--- src/rtl/uc_seq.sv ---
// uc_seq: sequencing control unit for the single-cycle 8-bit microcontroller.
// Combinational opcode decode with a RUN/HALT state machine, a sticky
// illegal-opcode flag and an optional saturating retired-instruction counter.
// Optional feature macro: UC_RETCNT_EN (defined builds the retired counter;
// undefined ties retired to zero).
module uc_seq #(
    parameter int unsigned CNT_W = 16
) (
    input  logic             clk,
    input  logic             reset,
    input  logic [5:0]       Opcode,
    input  logic             z,
    output logic             s_inc,
    output logic             s_inm,
    output logic             we3,
    output logic             wez,
    output logic [2:0]       Op,
    output logic             halted,
    output logic             illegal,
    output logic [CNT_W-1:0] retired
);

    typedef enum logic [0:0] {StRun, StHalt} state_e;

    state_e     state_q, state_d;
    logic       illegal_q, illegal_d;

    // Raw decode results, before state/reset gating.
    logic       dec_inc;
    logic       dec_inm;
    logic       dec_we3;
    logic       dec_wez;
    logic [2:0] dec_op;
    logic       dec_legal;
    logic       dec_halt;

    // A cycle that actually executes an instruction.
    logic       run_cycle;

    assign run_cycle = (state_q == StRun) && !reset;

    // Opcode decode; low bits of ALU/LI codes carry operand fields.
    always_comb begin
        dec_inc   = 1'b1;
        dec_inm   = 1'b0;
        dec_we3   = 1'b0;
        dec_wez   = 1'b0;
        dec_op    = 3'b000;
        dec_legal = 1'b1;
        dec_halt  = 1'b0;
        casez (Opcode)
            6'b1?????: begin
                dec_op  = Opcode[4:2];
                dec_we3 = 1'b1;
                dec_wez = 1'b1;
            end
            6'b0100??: begin
                dec_inm = 1'b1;
                dec_we3 = 1'b1;
            end
            6'b000000: begin
            end
            6'b000001: dec_inc = 1'b0;
            6'b000010: dec_inc = ~z;
            6'b000011: dec_inc = z;
            6'b001111: begin
                // Target field equals own address, so the PC parks here.
                dec_inc  = 1'b0;
                dec_halt = 1'b1;
            end
            default: begin
                // Illegal codes execute as NOP.
                dec_legal = 1'b0;
            end
        endcase
    end

    // State register; reset always returns to RUN.
    always_ff @(posedge clk) begin
        if (reset) begin
            state_q <= StRun;
        end else begin
            state_q <= state_d;
        end
    end

    // Next-state logic: HALT is left only through reset.
    always_comb begin
        state_d = state_q;
        unique case (state_q)
            StRun:   if (dec_halt) state_d = StHalt;
            StHalt:  state_d = StHalt;
            default: state_d = StRun;
        endcase
    end

    // Control outputs: defaults under reset, frozen PC with no writes in HALT.
    always_comb begin
        s_inc = 1'b1;
        s_inm = 1'b0;
        we3   = 1'b0;
        wez   = 1'b0;
        Op    = 3'b000;
        if (reset) begin
            s_inc = 1'b1;
        end else if (state_q == StHalt) begin
            s_inc = 1'b0;
        end else begin
            s_inc = dec_inc;
            s_inm = dec_inm;
            we3   = dec_we3;
            wez   = dec_wez;
            Op    = dec_op;
        end
    end

    // Sticky illegal flag next state; illegal codes in HALT are ignored.
    always_comb begin
        illegal_d = illegal_q;
        if (run_cycle && !dec_legal) begin
            illegal_d = 1'b1;
        end
    end

    // Sticky illegal flag register.
    always_ff @(posedge clk) begin
        if (reset) begin
            illegal_q <= 1'b0;
        end else begin
            illegal_q <= illegal_d;
        end
    end

    assign halted  = (state_q == StHalt);
    assign illegal = illegal_q;

`ifdef UC_RETCNT_EN
    logic [CNT_W-1:0] retired_q, retired_d;

    // Saturating count of legal instructions executed in RUN.
    always_comb begin
        retired_d = retired_q;
        if (run_cycle && dec_legal && (retired_q != {CNT_W{1'b1}})) begin
            retired_d = retired_q + CNT_W'(1);
        end
    end

    // Retired counter register.
    always_ff @(posedge clk) begin
        if (reset) begin
            retired_q <= '0;
        end else begin
            retired_q <= retired_d;
        end
    end

    assign retired = retired_q;
`else
    assign retired = '0;
`endif

endmodule

--- config.mk ---
export PLATFORM = sky130hd
export DESIGN_NAME = uc_seq
export DESIGN_NICKNAME = d
export VERILOG_FILES = /design/src/rtl/uc_seq.sv
export SDC_FILE = /design/constraint.sdc
export NUM_CORES = 1
export LEC_CHECK = 0
export ABC_AREA = 1
export CAP_MARGIN = 20
export CORE_AREA = 2 2 39 41
export DETAILED_ROUTE_END_ITERATION = 7
export DIE_AREA = 0 0 41 43
export PLACE_DENSITY = 0.79
export SETUP_SLACK_MARGIN = 0.3
export SYNTH_ARGS = -nofsm -noshare
export SYNTH_HDL_FRONTEND = slang
export SYNTH_SLANG_ARGS = --single-unit
--- constraint.sdc ---
create_clock -name clk -period 1.18 [get_ports clk]
set_clock_uncertainty 0.2 [all_clocks]
set_input_delay 0.118 -clock clk [delete_from_list [all_inputs] [get_ports clk]]
set_output_delay 0.118 -clock clk [all_outputs]
set_load 0.02 [all_outputs]
==> flow_summary.yaml <==
critical_path:
  rr_startpoint: "halted"
  critPathMaxStageDelay_ns: 0.35
  critical_path.startpoint_type: "register"
  critical_path_required_ns: 0.86
  crit_top_cell: "nor2_4"
  rrSetupSlack_ns: -0.08
  crit_path_cell_trace: "nor2_4 > inv_2 > nor2_4 > inv_4 > nor2_4 > buf_6"
  slowest_stage: "dfxtp_4"
  reg2reg_depth: 7
  crit_buf_inv: 3
  critPathKind: "register to output port"
  reg2reg_to: "illegal"
  cp_top_family: "flip-flops"
  end_kind: "output port"
  cp.arrival_ns: 1.09
  crit_fanout: 3
  cp.depth: 6
routing:
  drt_pass1_iterations: 4
  remaining_drc_errors: 0
  topRoutingLayerUsed: "met3"
  drtAntennaViolNets: 0
  wl_met1_um: 254
  wl_met2_um: 392
  vias: 386
  drt-wirelength-per-cell_um: 6.88
  wl_met3_um: 55
  drt-total-wl_um: 702
  viasPerCell: 3.78
  drt_iter0_drc: 2
status:
  violations: "setup timing"
  status: "finished, violations left"
sta:
  hold_violations: 0
  rsz0062_at_grt: "true"
  setup_viol: 9
  fin_crit_sh_pct: 119
  timing.final.ws_setup_ns: -0.224
  min_period_ns: 1.40
  slew_viol_final: 0
  fmax_mhz: 712
  tns_ns: -1.50
grt:
  gr-total-overflow: 0
  grt_pass1_vias: 319
  grt_first_pass_wirelength_um: 1170
  antenna_found_initial: 0
  grtUsageTotal_pct: 9.52
  grt_max_degree: 5
place:
  place_hpwl_um: 594
  port-buffer-count: 17
  routabilityCongestion: 0.700
floorplan:
  coreArea_um2: 1380
  io_pins: 34
  row_count: 14
  initial_core_util_pct: 23.7
  dieHeight_um: 43
  die_width_um: 41
  die-area_um2: 1760
finish:
  final_common_cell: "conb_1"
  nFillCells: 155
  drive_above_1_share_pct: 48.8
  num-nets-final: 96
  syn2layout_area_growth_pct: 86.6
  n_antenna_cell: 0
  layout_common_cells: "conb_1, nor2_4, buf_4"
  postLayoutCoreUtil_pct: 44.2
synthesis:
  synth_top_area_cell: "buf_4"
  netlist_area_um2: 328
  syn_inst: 59
  yosysUniqueCellTypes: 11
  ys_warn_count: 0
  avgSynthCellArea_um2: 5.56
  ys_top_cells_by_area: "buf_4, nor2_1, dfxtp_1"
  ys_ff_latch: 2
  ys_seq_area_share_pct: 12.2
  yosys.area.top_type_share_pct: 36.6
pwr:
  p_per_area_nw_per_um2: 703
  vdd_drop_max_v: 0.000301
  p_leak_nw: 0.317
cts:
  clock_tree.root_cell: "clkbuf_4"
  cts_tree: "done"
  htreeDepth: 1
  path_clk_slew_ns: 0.04
  clk_latency_ns: 0.23
  holdBufCountCts: 0
  numCtsBuffers: 3
  cts_sinks: 2
  clk_path_buf_depth: 2
hold_path:
  min_to: "illegal"
  worstHoldStart: "Opcode[2]"
  whs_path_depth: 5
  min_path_type: "input port to register"
run:
  drv_cap: 0
[through the flow]
stage          total power [mW]  cells  setup slack, ns  hold slack (ns)  instance area, µm²
2_1_floorplan             0.220     74          -0.0956          -0.0226                 438
3_3_place_gp              0.248     95           -0.819            0.245                 538
3_5_place_dp              0.250     95           -0.884            0.258                 538
4_1_cts                   0.431    102           -0.234            0.156                 608
5_1_grt                   0.453    102           -0.286            0.184                 612
6_report                  0.430    102           -0.224            0.149                 612
[worst min-delay path, stage by stage]
cell and delay (ns):
buf_2 0.12, nor2_4 0.13, nor2_2 0.05, nand2_1 0.05
a21oi_2 0.05
[power breakdown]
part | switching (mW) | internal, mW | total [mW]
Sequential | 0.00200 | 0.0694 | 0.0714
Combinational | 0.120 | 0.0716 | 0.191
Clock | 0.0414 | 0.126 | 0.167
[cells by family (layout without fill, tap and decap cells)]
group                  after synthesis  count (layout)  synth area share (%)
buffers and inverters               27              39                  49.2
AO/OA/AOI/OAI                        3               3                  4.58
AND/OR/NAND/NOR                     26              26                  32.8
flip-flops                           2               2                  12.2
other                                1              16                  1.14
[final cells by class]
type | count | area [µm²] | share of cell area [%]
Sequential cell | 2 | 45.0 | 7.36
Inverter | 11 | 43.8 | 7.16
Multi-Input combinational cell | 45 | 256 | 41.9
Timing Repair Buffer | 24 | 220 | 36.0
Tap cell | 16 | 20.0 | 3.27
Clock buffer | 4 | 26.3 | 4.29
[cells in the mapped netlist]
| cell | n |
|---|---|
| nor2_1 | 11 |
| inv_1 | 10 |
| nand2_1 | 9 |
| nand3_1 | 4 |
| inv_2 | 1 |
| nor2_2 | 1 |
| conb_1 | 1 |
| buf_4 | 16 |
| and2_1 | 1 |
| a21oi_1 | 3 |
| dfxtp_1 | 2 |
[worst max-delay path by stage]
| stage | start | end | slack (ns) |
|---|---|---|---|
| 2_1_floorplan | halted | Op[0] | -0.1 |
| 3_3_place_gp | Opcode[2] | we3 | -0.82 |
| 3_5_place_dp | Opcode[2] | we3 | -0.88 |
| 4_1_cts | halted | Op[1] | -0.23 |
| 5_1_grt | halted | Op[0] | -0.29 |
| 6_report | halted | Op[0] | -0.22 |
[registers in the layout, summed over array words and instances, names as in the netlist]
name and count:
halted 1, illegal 1
[layer usage]
metal,vias to the layer above,track usage (%)
met5,-,0
met4,0,4.00
met1,173,9.90
li1,196,-
met3,0,3.14
met2,17,16.3
[what timing repair did]
action	4_1_cts	5_1_grt
gates resized for setup	76	3
pin swaps	7	2
endpoints found under the setup margin	11	11
buffers inserted	3	0
hold endpoints to repair	0	0
Note: power is estimated with default switching activity, not from simulation.
